### src/rtl/mips_pkg.sv
// Shared constants and types for the single-cycle MIPS-subset core:
// opcode/funct encodings, CP0 register numbers, exception codes, ALU ops.
package mips_pkg;

  localparam logic [31:0] RESET_PC_DEF   = 32'h0000_3000;
  localparam logic [31:0] HANDLER_PC_DEF = 32'h0000_4180;
  localparam logic [31:0] FETCH_LO       = 32'h0000_3000;
  localparam logic [31:0] FETCH_HI       = 32'h0000_6FFC;

  localparam logic [5:0] OP_RTYPE = 6'h00;
  localparam logic [5:0] OP_J     = 6'h02;
  localparam logic [5:0] OP_JAL   = 6'h03;
  localparam logic [5:0] OP_BEQ   = 6'h04;
  localparam logic [5:0] OP_BNE   = 6'h05;
  localparam logic [5:0] OP_ADDIU = 6'h09;
  localparam logic [5:0] OP_ORI   = 6'h0D;
  localparam logic [5:0] OP_LUI   = 6'h0F;
  localparam logic [5:0] OP_COP0  = 6'h10;
  localparam logic [5:0] OP_LB    = 6'h20;
  localparam logic [5:0] OP_LH    = 6'h21;
  localparam logic [5:0] OP_LW    = 6'h23;
  localparam logic [5:0] OP_SB    = 6'h28;
  localparam logic [5:0] OP_SH    = 6'h29;
  localparam logic [5:0] OP_SW    = 6'h2B;

  localparam logic [5:0] FN_SLL  = 6'h00;
  localparam logic [5:0] FN_JR   = 6'h08;
  localparam logic [5:0] FN_ADDU = 6'h21;
  localparam logic [5:0] FN_SUBU = 6'h23;
  localparam logic [5:0] FN_AND  = 6'h24;
  localparam logic [5:0] FN_OR   = 6'h25;
  localparam logic [5:0] FN_SLT  = 6'h2A;

  localparam logic [4:0]  COP0_MF   = 5'h00;
  localparam logic [4:0]  COP0_MT   = 5'h04;
  localparam logic [31:0] ERET_WORD = 32'h4200_0018;

  localparam logic [4:0] CP0_SR    = 5'd12;
  localparam logic [4:0] CP0_CAUSE = 5'd13;
  localparam logic [4:0] CP0_EPC   = 5'd14;

  localparam logic [4:0] EXC_INT  = 5'd0;
  localparam logic [4:0] EXC_ADEL = 5'd4;
  localparam logic [4:0] EXC_ADES = 5'd5;
  localparam logic [4:0] EXC_RI   = 5'd10;

  typedef enum logic [2:0] {ALU_ADD, ALU_SUB, ALU_AND, ALU_OR, ALU_SLT, ALU_LUI} alu_op_t;
  typedef enum logic [1:0] {SZ_WORD, SZ_HALF, SZ_BYTE} mem_size_t;
  typedef enum logic [1:0] {WB_ALU, WB_MEM, WB_LINK, WB_CP0} wb_sel_t;

endpackage

### src/rtl/cp0.sv
// Minimal coprocessor 0: SR/Cause/EPC, interrupt request, exception entry and eret.
module cp0
  import mips_pkg::*;
(
  input  logic        clk,
  input  logic        reset,
  input  logic        i_interrupt,
  input  logic        i_we,
  input  logic [4:0]  i_addr,
  input  logic [31:0] i_wdata,
  input  logic        i_exc,
  input  logic [4:0]  i_exc_code,
  input  logic [31:0] i_pc,
  input  logic        i_eret,
  output logic [31:0] o_rdata,
  output logic [31:0] o_epc,
  output logic        o_irq
);

  logic [5:0]  r_im;
  logic        r_exl;
  logic        r_ie;
  logic [4:0]  r_exccode;
  logic [31:0] r_epc;
  logic [31:0] w_sr;
  logic [31:0] w_cause;

  assign w_sr    = {16'b0, r_im, 8'b0, r_exl, r_ie};
  // IP is a live view of the pin; only line 12 is wired.
  assign w_cause = {16'b0, 3'b0, i_interrupt, 2'b0, 3'b0, r_exccode, 2'b0};
  assign o_irq   = i_interrupt & r_im[2] & r_ie & ~r_exl;
  assign o_epc   = r_epc;

  always_comb begin
    o_rdata = '0;
    case (i_addr)
      CP0_SR:    o_rdata = w_sr;
      CP0_CAUSE: o_rdata = w_cause;
      CP0_EPC:   o_rdata = r_epc;
      default:   o_rdata = '0;
    endcase
  end

  always_ff @(posedge clk) begin
    if (reset) begin
      r_im      <= '0;
      r_exl     <= 1'b0;
      r_ie      <= 1'b0;
      r_exccode <= '0;
      r_epc     <= '0;
    end else if (i_exc) begin
      r_epc     <= i_pc;
      r_exccode <= i_exc_code;
      r_exl     <= 1'b1;
    end else if (i_eret) begin
      r_exl <= 1'b0;
    end else if (i_we) begin
      if (i_addr == CP0_SR) begin
        r_im  <= i_wdata[15:10];
        r_exl <= i_wdata[1];
        r_ie  <= i_wdata[0];
      end else if (i_addr == CP0_EPC) begin
        r_epc <= i_wdata;
      end
    end
  end

endmodule

### src/rtl/mips.sv
// Single-cycle MIPS-subset core: inline GRF, decoder and ALU; CP0 as a submodule.
module mips
  import mips_pkg::*;
#(
  parameter logic [31:0] RESET_PC   = RESET_PC_DEF,
  parameter logic [31:0] HANDLER_PC = HANDLER_PC_DEF
) (
  input  logic        clk,
  input  logic        reset,
  input  logic        interrupt,
  output logic [31:0] macroscopic_pc,
  output logic [31:0] i_inst_addr,
  input  logic [31:0] i_inst_rdata,
  output logic [31:0] m_data_addr,
  input  logic [31:0] m_data_rdata,
  output logic [31:0] m_data_wdata,
  output logic [3:0]  m_data_byteen,
  output logic [31:0] m_inst_addr,
  output logic        w_grf_we,
  output logic [4:0]  w_grf_addr,
  output logic [31:0] w_grf_wdata,
  output logic [31:0] w_inst_addr
);

  logic [31:0] r_pc;
  logic [31:0] r_grf [32];

  logic [5:0]  w_op, w_funct;
  logic [4:0]  w_rs, w_rt, w_rd;
  logic [15:0] w_imm;
  logic [31:0] w_rs_val, w_rt_val, w_sext, w_ext, w_b, w_alu_y, w_pc4, w_npc;
  logic [31:0] w_load_data, w_cp0_rdata, w_epc;
  logic [15:0] w_half;
  logic [7:0]  w_byte;
  logic [3:0]  w_be;
  logic [4:0]  w_exc_code;
  logic        w_ri, w_regwe, w_use_imm, w_zext, w_load, w_store, w_beq, w_bne;
  logic        w_jump, w_jr, w_mtc0, w_eret, w_taken, w_mis, w_irq, w_fetch_bad, w_exc;
  alu_op_t     w_alu;
  mem_size_t   w_size;
  wb_sel_t     w_wb;

  assign w_op     = i_inst_rdata[31:26];
  assign w_rs     = i_inst_rdata[25:21];
  assign w_rt     = i_inst_rdata[20:16];
  assign w_rd     = i_inst_rdata[15:11];
  assign w_funct  = i_inst_rdata[5:0];
  assign w_imm    = i_inst_rdata[15:0];
  assign w_rs_val = r_grf[w_rs];
  assign w_rt_val = r_grf[w_rt];
  assign w_sext   = {{16{w_imm[15]}}, w_imm};
  assign w_ext    = w_zext ? {16'b0, w_imm} : w_sext;
  assign w_b      = w_use_imm ? w_ext : w_rt_val;
  assign w_pc4    = r_pc + 32'd4;

  always_comb begin
    w_ri = 1'b0; w_regwe = 1'b0; w_grf_addr = w_rd; w_alu = ALU_ADD;
    w_use_imm = 1'b0; w_zext = 1'b0; w_load = 1'b0; w_store = 1'b0;
    w_size = SZ_WORD; w_wb = WB_ALU; w_beq = 1'b0; w_bne = 1'b0;
    w_jump = 1'b0; w_jr = 1'b0; w_mtc0 = 1'b0; w_eret = 1'b0;
    case (w_op)
      OP_RTYPE: begin
        w_regwe = 1'b1;
        case (w_funct)
          FN_ADDU: w_alu = ALU_ADD;
          FN_SUBU: w_alu = ALU_SUB;
          FN_AND:  w_alu = ALU_AND;
          FN_OR:   w_alu = ALU_OR;
          FN_SLT:  w_alu = ALU_SLT;
          FN_JR:   begin w_regwe = 1'b0; w_jr = 1'b1; end
          FN_SLL:  begin w_regwe = 1'b0; w_ri = (i_inst_rdata != '0); end
          default: begin w_regwe = 1'b0; w_ri = 1'b1; end
        endcase
      end
      OP_ORI:   begin w_regwe = 1'b1; w_grf_addr = w_rt; w_use_imm = 1'b1; w_zext = 1'b1; w_alu = ALU_OR; end
      OP_LUI:   begin w_regwe = 1'b1; w_grf_addr = w_rt; w_use_imm = 1'b1; w_alu = ALU_LUI; end
      OP_ADDIU: begin w_regwe = 1'b1; w_grf_addr = w_rt; w_use_imm = 1'b1; end
      OP_LW, OP_LH, OP_LB: begin
        w_regwe = 1'b1; w_grf_addr = w_rt; w_use_imm = 1'b1; w_load = 1'b1; w_wb = WB_MEM;
        w_size = (w_op == OP_LW) ? SZ_WORD : (w_op == OP_LH) ? SZ_HALF : SZ_BYTE;
      end
      OP_SW, OP_SH, OP_SB: begin
        w_use_imm = 1'b1; w_store = 1'b1;
        w_size = (w_op == OP_SW) ? SZ_WORD : (w_op == OP_SH) ? SZ_HALF : SZ_BYTE;
      end
      OP_BEQ: w_beq = 1'b1;
      OP_BNE: w_bne = 1'b1;
      OP_J:   w_jump = 1'b1;
      OP_JAL: begin w_jump = 1'b1; w_regwe = 1'b1; w_grf_addr = 5'd31; w_wb = WB_LINK; end
      OP_COP0: begin
        if (w_rs == COP0_MF) begin
          w_regwe = 1'b1; w_grf_addr = w_rt; w_wb = WB_CP0;
        end else if (w_rs == COP0_MT) begin
          w_mtc0 = 1'b1;
        end else if (i_inst_rdata == ERET_WORD) begin
          w_eret = 1'b1;
        end else begin
          w_ri = 1'b1;
        end
      end
      default: w_ri = 1'b1;
    endcase
  end

  always_comb begin
    case (w_alu)
      ALU_ADD: w_alu_y = w_rs_val + w_b;
      ALU_SUB: w_alu_y = w_rs_val - w_b;
      ALU_AND: w_alu_y = w_rs_val & w_b;
      ALU_OR:  w_alu_y = w_rs_val | w_b;
      ALU_SLT: w_alu_y = {31'b0, $signed(w_rs_val) < $signed(w_b)};
      ALU_LUI: w_alu_y = {w_imm, 16'b0};
      default: w_alu_y = '0;
    endcase
  end

  assign m_data_addr = w_alu_y;
  assign w_half      = m_data_addr[1] ? m_data_rdata[31:16] : m_data_rdata[15:0];
  assign w_byte      = m_data_rdata[8*m_data_addr[1:0] +: 8];

  always_comb begin
    w_be = 4'b1111;
    m_data_wdata = w_rt_val;
    w_load_data = m_data_rdata;
    w_mis = (m_data_addr[1:0] != 2'b00);
    case (w_size)
      SZ_HALF: begin
        w_be = m_data_addr[1] ? 4'b1100 : 4'b0011;
        m_data_wdata = {2{w_rt_val[15:0]}};
        w_load_data = {{16{w_half[15]}}, w_half};
        w_mis = m_data_addr[0];
      end
      SZ_BYTE: begin
        w_be = 4'b0001 << m_data_addr[1:0];
        m_data_wdata = {4{w_rt_val[7:0]}};
        w_load_data = {{24{w_byte[7]}}, w_byte};
        w_mis = 1'b0;
      end
      default: ;
    endcase
  end

  assign w_fetch_bad = (r_pc[1:0] != 2'b00) || (r_pc < FETCH_LO) || (r_pc > FETCH_HI);
  assign w_exc = w_irq | w_fetch_bad | w_ri | ((w_load | w_store) & w_mis);

  always_comb begin
    if (w_irq)            w_exc_code = EXC_INT;
    else if (w_fetch_bad) w_exc_code = EXC_ADEL;
    else if (w_ri)        w_exc_code = EXC_RI;
    else if (w_load)      w_exc_code = EXC_ADEL;
    else                  w_exc_code = EXC_ADES;
  end

  always_comb begin
    case (w_wb)
      WB_MEM:  w_grf_wdata = w_load_data;
      WB_LINK: w_grf_wdata = w_pc4;
      WB_CP0:  w_grf_wdata = w_cp0_rdata;
      default: w_grf_wdata = w_alu_y;
    endcase
  end

  assign w_taken = (w_beq & (w_rs_val == w_rt_val)) | (w_bne & (w_rs_val != w_rt_val));

  always_comb begin
    w_npc = w_pc4;
    if (w_exc)        w_npc = HANDLER_PC;
    else if (w_eret)  w_npc = w_epc;
    else if (w_jr)    w_npc = w_rs_val;
    else if (w_jump)  w_npc = {r_pc[31:28], i_inst_rdata[25:0], 2'b00};
    else if (w_taken) w_npc = w_pc4 + {w_sext[29:0], 2'b00};
  end

  assign w_grf_we       = w_regwe & ~w_exc & ~reset;
  assign m_data_byteen  = (w_store & ~w_exc & ~reset) ? w_be : 4'b0000;
  assign macroscopic_pc = r_pc;
  assign i_inst_addr    = r_pc;
  assign m_inst_addr    = r_pc;
  assign w_inst_addr    = r_pc;

  cp0 u_cp0 (
    .clk        (clk),
    .reset      (reset),
    .i_interrupt(interrupt),
    .i_we       (w_mtc0 & ~w_exc),
    .i_addr     (w_rd),
    .i_wdata    (w_rt_val),
    .i_exc      (w_exc),
    .i_exc_code (w_exc_code),
    .i_pc       (r_pc),
    .i_eret     (w_eret & ~w_exc),
    .o_rdata    (w_cp0_rdata),
    .o_epc      (w_epc),
    .o_irq      (w_irq)
  );

  always_ff @(posedge clk) begin
    if (reset) begin
      r_pc <= RESET_PC;
      for (int unsigned i = 0; i < 32; i++) r_grf[i] <= '0;
    end else begin
      r_pc <= w_npc;
      if (w_grf_we && (w_grf_addr != 5'd0)) r_grf[w_grf_addr] <= w_grf_wdata;
    end
  end

endmodule

### config.mk
export PLATFORM = sky130hd
export DESIGN_NAME = mips
export DESIGN_NICKNAME = d
export VERILOG_FILES = /design/src/rtl/mips_pkg.sv /design/src/rtl/cp0.sv /design/src/rtl/mips.sv
export SDC_FILE = /design/constraint.sdc
export NUM_CORES = 2
export LEC_CHECK = 0
export ABC_CLOCK_PERIOD_IN_PS = 10200
export CORE_MARGIN = 1.5
export CORE_UTILIZATION = 60
export DETAILED_ROUTE_END_ITERATION = 7
export HOLD_SLACK_MARGIN = 0.1
export PLACE_DENSITY = 0.79
export SLEW_MARGIN = 15
export SYNTH_ARGS = -nofsm -noshare
export SYNTH_HDL_FRONTEND = slang
export SYNTH_HIERARCHICAL = 1
export SYNTH_SLANG_ARGS = --single-unit
### constraint.sdc
create_clock -name clk -period 10.2 [get_ports clk]
set_clock_uncertainty 0.15 [all_clocks]
set_input_delay 1.02 -clock clk [delete_from_list [all_inputs] [get_ports clk]]
set_output_delay 1.02 -clock clk [all_outputs]
set_load 0.02 [all_outputs]
# Yosys cells after proc, flatten, opt, wreduce, memory -nomap -nowiden
# Memories as Yosys holds them, arrays and structs flattened.
# Cells that the tools add are included.
[totals]
regBits = 77
latchBits = 0
ramBits = 1024
mem_bits_ro = 0
input_bits = 67
out_inout_bits = 234
n_memories = 1
[classes]
add_sub_neg = 4
n_mul = 0
n_div = 0
magnitude_cmp = 3
n_eq_ne = 40
shifts = 2
muxes = 73
bitwise_logic = 23
n_reduce_logical = 29
[mem_list]
columns = ["name", "depth", "word_bits", "read_ports", "rd_ports_with_merged_regs", "write_ports", "line", "rtl"]
rows = [
  ["r_grf", 32, 32, 2, 0, 32, "mips.sv:26", "logic [31:0] r_grf [32];"],
]
[op_table]
columns = ["operator", "n"]
rows = [
  ["32-bit 2-to-1 mux", 12],
  ["32-bit case mux with 3 select lines", 2],
  ["32-bit case mux with 6 select lines", 1],
  ["32-bit case mux with 2 select lines", 2],
  ["6-bit == test, second input constant", 11],
  ["32-bit adder", 2],
  ["32-bit by 3-bit adder with 32-bit output, second input constant", 1],
  ["32-bit AND", 1],
  ["32-bit by 31-bit == test with 1-bit output, second input constant", 1],
  ["32-bit == test", 1],
  ["32-bit by 15-bit > comparator with 1-bit output, second input constant", 1],
  ["32-bit by 14-bit < comparator with 1-bit output, second input constant", 1],
  ["32-bit < comparator", 1],
  ["1-bit 2-to-1 mux", 32],
  ["32-bit != test", 1],
  ["32-bit OR", 1],
  ["32-bit nonzero test", 1],
  ["32-bit OR reduction", 1],
  ["32-bit by 6-bit indexed part select with 8-bit output", 1],
  ["32-bit subtractor", 1],
  ["6-bit by 4-bit == test with 1-bit output, second input constant", 4],
  ["4-bit 2-to-1 mux", 5],
  ["16-bit 2-to-1 mux", 1],
  ["5-bit by 4-bit == test with 1-bit output, second input constant", 3],
  ["43 further kinds", 86],
]

# Logic depth before layout (Yosys ltp)
[depth]
depth_word = 19
mapped_depth = 34
depth_no_buf = 23

# Cells and area by module
# The synthesis kept the hierarchy.
[by_module_without_submodules]
columns = ["module", "n_inst", "cells_per_inst", "area_each_um2", "seq_area_each_um2"]
rows = [
  ["mips", 1, 5692, 65225.1, 31390.1],
  ["cp0", 1, 292, 2673.8, 900.9],
]

# Worst setup path after synthesis
# Ideal clock, no wire load.
[synth_path]
path_kind = "input to output"
start = "input port i_inst_rdata[16]"
end = "output port m_data_byteen[0]"
arrival_ns = 6.621
slack_ns = 2.409
cell_stages = 25
cell_sequence = "buf_6 -> buf_12 -> buf_12 -> buf_12 -> buf_6 -> buf_6 -> buf_6 -> mux2i_1 -> o221ai_1 -> a211oi_1 -> nor4_1 -> mux2i_1 -> ha_1 -> or4_1 -> or3_1 -> a31oi_1 -> o21ai_1 -> a21oi_1 -> and3_1 -> buf_2 -> o22ai_1 -> a21oi_1 -> inv_1 -> or3_1 -> nor2_1"
[synth_between]
elab_chain_cells = 12
word_cells_on_any_way = 27
cone_classes = "add/sub (2); order compare (1); eq/ne (1); shift (1); mux (11); bitwise (8); reduce/logical (2); memory (1)"
[synth_rtl]
columns = ["item", "line", "rtl"]
rows = [
  ["start, declared", "mips.sv:13", "input logic [31:0] i_inst_rdata,"],
  ["memory read 32 x 32 bit *", "n/a", ""],
  ["net w_rt_val[15]", "mips.sv:31", "logic [31:0] w_rs_val, w_rt_val, w_sext, w_ext, w_b, w_alu_y, w_pc4, w_npc;"],
  ["32-bit 2-to-1 mux *", "mips.sv:53", "assign w_b = w_use_imm ? w_ext : w_rt_val;"],
  ["32-bit < comparator *", "mips.sv:111", "ALU_SLT: w_alu_y = {31'b0, $signed(w_rs_val) < $signed(w_b)};"],
  ["32-bit case mux with 6 select lines *", "mips.sv:106", "case (w_alu)"],
  ["2-bit nonzero test", "mips.sv:125", "w_mis = (m_data_addr[1:0] != 2'b00);"],
  ["1-bit case mux with 2 select lines *", "mips.sv:126", "case (w_size)"],
  ["1-bit AND *", "mips.sv:144", "assign w_exc = w_irq | w_fetch_bad | w_ri | ((w_load | w_store) & w_mis);"],
  ["1-bit OR *", "mips.sv:144", ""],
  ["net w_exc", "mips.sv:38", "logic w_jump, w_jr, w_mtc0, w_eret, w_taken, w_mis, w_irq, w_fetch_bad, w_exc;"],
  ["1-bit inverter (no source line) *", "n/a", ""],
  ["1-bit AND * (2 in series)", "mips.sv:175", "assign m_data_byteen = (w_store & ~w_exc & ~reset) ? w_be : 4'b0000;"],
  ["4-bit 2-to-1 mux *", "mips.sv:175", ""],
  ["end, declared", "mips.sv:17", "output logic [3:0] m_data_byteen,"],
]
# The timed path passes the listed nets; every way through them passes the cells marked *.

# Worst setup path in the final report
[layout_path]
start = "input port i_inst_rdata[18]"
end = "output port w_grf_wdata[22]"
[layout_between]
elab_chain_cells = 7
word_cells_on_any_way = 12
cone_classes = "add/sub (2); order compare (1); shift (1); mux (5); bitwise (2); memory (1)"
[layout_rtl]
columns = ["item", "line", "rtl"]
rows = [
  ["memory read 32 x 32 bit *", "n/a", ""],
  ["32-bit 2-to-1 mux *", "mips.sv:53", ""],
  ["32-bit subtractor (tied with other cells)", "mips.sv:108", "ALU_SUB: w_alu_y = w_rs_val - w_b;"],
  ["32-bit case mux with 6 select lines *", "mips.sv:106", ""],
  ["32-bit by 6-bit indexed part select with 8-bit output or 16-bit 2-to-1 mux (tied branches)", "mips.sv:119, mips.sv:118", ""],
  ["32-bit case mux with 2 select lines", "mips.sv:126", ""],
  ["32-bit case mux with 3 select lines *", "mips.sv:155", "case (w_wb)"],
  ["end, declared", "mips.sv:21", "output logic [31:0] w_grf_wdata,"],
]
# Every way passes the cells marked *; elsewhere a longest branch is shown, timed or not.

==> impl_metrics.json <==
{
  "setup_ws_ns": 0.362,
  "grt_pass1_vias": 55800,
  "cap_viol_max_count": 0,
  "internal-power_w": 0.00865,
  "dieHeight_microns": 339,
  "yosysSeqAreaShare_pct": 47.6,
  "wire_per_inst_microns": 39.3,
  "synth_top_area_share_pct": 45.3,
  "start_util_pct": 60.4,
  "p_comb_share_pct": 33.6,
  "rows": 123,
  "grt_max_degree": 82,
  "p_switching_w": 0.00527,
  "max_slew_margin_pct": 13.8,
  "critPathMaxFanout": 21,
  "pwr-share-seq_pct": 37.3,
  "dp_slack_ns": 0.670,
  "hold_viol": 0,
  "grt_first_pass_wirelength_mm": 420,
  "p_leak_nw": 29.0,
  "place_inst": 7509,
  "synth-async-reset-ratio_pct": 0,
  "fin_area_sq_mm": 0.0765,
  "nFillCells": 7759,
  "clock_latency_ns": 0.77,
  "worst_pin_slew_ns": 1.28,
  "timing.final.crit_share_pct": 96.5,
  "vias": 59100,
  "ir_worst_vdd_mv": 0.217,
  "final_cells": 7724,
  "postCtsSetupBuffers": 0,
  "netlist_instances": 5984,
  "drive_above_1_share_pct": 17.7,
  "cts_tree": "done",
  "nets": 6315,
  "io_buffers": 300,
  "vias_per_cell": 7.65,
  "routed_wirelength_mm": 303,
  "numCtsBuffers": 110,
  "synth_area_leaders": "edfxtp_1, mux4_2, nor2_1",
  "ys_ff_latch": 1101,
  "timing.final.crit_period_ns": 9.84,
  "status": "finished clean",
  "place_congestion": 1.08,
  "drc": 0,
  "setup_tns_ns": 0,
  "synth_edf_count": 1024,
  "clockPowerShare_pct": 29.1,
  "yosys.area.top_type": "edfxtp_1",
  "overflow": 0,
  "io_pins": 301,
  "grt_antenna_before_repair": 18,
  "clockBufferDepth": 3,
  "clk_pin_slew_ns": 0.06,
  "end_kind": "output pin",
  "mappedNetlistArea_sq_mm": 0.0679,
  "hold_path_class": "reg2reg",
  "worstSetupPathType": "in2out",
  "post_cts_resized": 0,
  "track_usage_pct": 51.5,
  "p_total_w": 0.0139,
  "setup_viol": 0,
  "ant_nets": 0,
  "dieArea_sq_mm": 0.115,
  "power_density_mw_per_mm2": 182,
  "swShare_pct": 37.8,
  "dpl_cell_area_sq_mm": 0.0730,
  "yosys_warnings": 6,
  "cts_sinks": 1101,
  "avgSynthCellArea_sq_um": 11.3,
  "rsz0062_at_grt": "false",
  "dp_hpwl_mm": 212,
  "coreArea_sq_mm": 0.112,
  "drt_iter0_drc": 11300,
  "drt_pass1_iterations": 7,
  "drv_slew": 0,
  "clockRootBuffer": "clkbuf_16",
  "die_w_microns": 339,
  "startpoint_type": "input port",
  "arrival_ns": 8.67,
  "ctsHtreeMaxLevel": 3,
  "cp.required_ns": 9.03,
  "area_delta_synth_final_pct": 12.7,
  "synthFlopType": "edfxtp_1",
  "ys_types": 108,
  "fmaxAchievable_mhz": 102,
  "ctsHoldBuffers": 0
}
[worst max-delay path, stage by stage]
cell and delay (ns):
clkdlybuf4s50_1 0.84, buf_4 0.34, nand2b_2 0.51, buf_4 0.38, o211ai_1 0.16, o21ai_2 0.40
nor2_1 0.08, a21oi_1 0.64, inv_1 0.15, ha_1 0.30, nand2b_1 0.16, a21oi_1 0.18
o21bai_1 0.11, nand2b_1 0.12, o21ai_1 0.11, buf_4 0.17, o2111ai_1 0.29, nand2_1 0.19
o21ai_0 0.39, xnor2_1 0.12, a222oi_1 0.82, a22o_1 0.33, buf_4 0.22, inv_1 0.06
clkdlybuf4s50_1 0.54
[cell usage after synthesis, drive strengths merged (125+ instances only)]
cell,number
mux2i,301
clkbuf,341
nand2,183
nor3,241
buf,328
mux4,359
ha,125
o21ai,147
nor2,1091
a22oi,189
a21oi,175
edfxtp,1024
inv,171
[path summary, 6_finish.rpt]
path              slack, ns               to  cells after the start             start
hold reg to reg        0.34  i_inst_addr[27]                      2   u_cp0/o_epc[27]
hold / removal         0.34  i_inst_addr[27]                      2   u_cp0/o_epc[27]
setup reg to reg       2.79  u_cp0/o_epc[27]                     19     r_grf[12][17]
setup / recovery       0.36  w_grf_wdata[22]                     25  i_inst_rdata[18]
[power by group through the flow]
stage	Combinational [W]	Sequential, W	Clock (W)
2_1_floorplan	0.00233	0.00523	0
3_3_place_gp	0.00438	0.00525	0
3_5_place_dp	0.00440	0.00527	0
4_1_cts	0.00443	0.00518	0.00398
5_1_grt	0.00470	0.00519	0.00414
6_report	0.00468	0.00519	0.00405
[metrics by stage]
step	util (%)	hold slack (ns)
2_1_floorplan	-	0.303
4_1_cts	68.1	0.317
3_3_place_gp	65.0	0.310
5_1_grt	68.1	0.375
6_report	68.1	0.343
3_5_place_dp	65.0	0.323
[sequential cells by signal (all words and copies together) (netlist names)]
register and flops:
i_inst_addr 32, r_grf 1024, u_cp0/o_epc 32, u_cp0/r_exccode 5, u_cp0/r_exl 1, u_cp0/r_ie 1
u_cp0/r_im 6
[logic make-up (layout without fill, tap and decap cells)]
| family | count (synthesis) | after routing | synth area share (%) |
|---|---|---|---|
| multiplexers | 702 | 702 | 17.1 |
| flip-flops | 1101 | 1101 | 47.6 |
| AND/OR/NAND/NOR | 1983 | 1983 | 13.4 |
| XOR/XNOR | 114 | 114 | 1.47 |
| other | 1 | 48 | 0.00552 |
| buffers and inverters | 842 | 1035 | 6.23 |
| AO/OA/AOI/OAI | 1114 | 1114 | 11.9 |
| adder cells (fa/ha/maj) | 127 | 127 | 2.36 |
[layout by cell type (no fill, tap or decap), types with 35 or more instances in the layout]
cell,count
nor2_1,1083
edfxtp_1,1024
mux4_2,355
buf_4,322
mux2i_1,301
clkdlybuf4s50_1,294
nor3_1,224
a22oi_1,188
nand2_1,181
a21oi_1,171
inv_1,161
ha_1,125
o21ai_0,117
clkbuf_16,111
nand3_1,107
a211oi_1,102
o22ai_1,98
dfxtp_1,77
xnor2_1,65
o211ai_1,53
xor2_1,49
nand4_1,48
nor2b_1,48
a22o_1,41
a221oi_1,41
buf_12,41
and2_1,35
[area by class of cell]
type	instances	area (sq um)	area share, %
flip-flops and latches	1101	32300	42.2
multi-input cells	4073	31900	41.7
repair buffers	662	6240	8.16
clock buffers	135	2900	3.79
well taps	1500	1880	2.45
inverters	173	649	0.849
clock inverters	65	587	0.767
diodes	15	37.5	0.0491
[layer usage]
| layer | track usage [%] | part of all wire, % | vias up |
|---|---|---|---|
| met5 | 1.06 | 0.10 | - |
| met4 | 34.7 | 9.0 | 20 |
| met3 | 21.2 | 17 | 1537 |
| met2 | 77.5 | 43 | 6429 |
| met1 | 60.4 | 31 | 28200 |
| li1 | - | - | 22800 |
(Power assumes the default switching activity.)
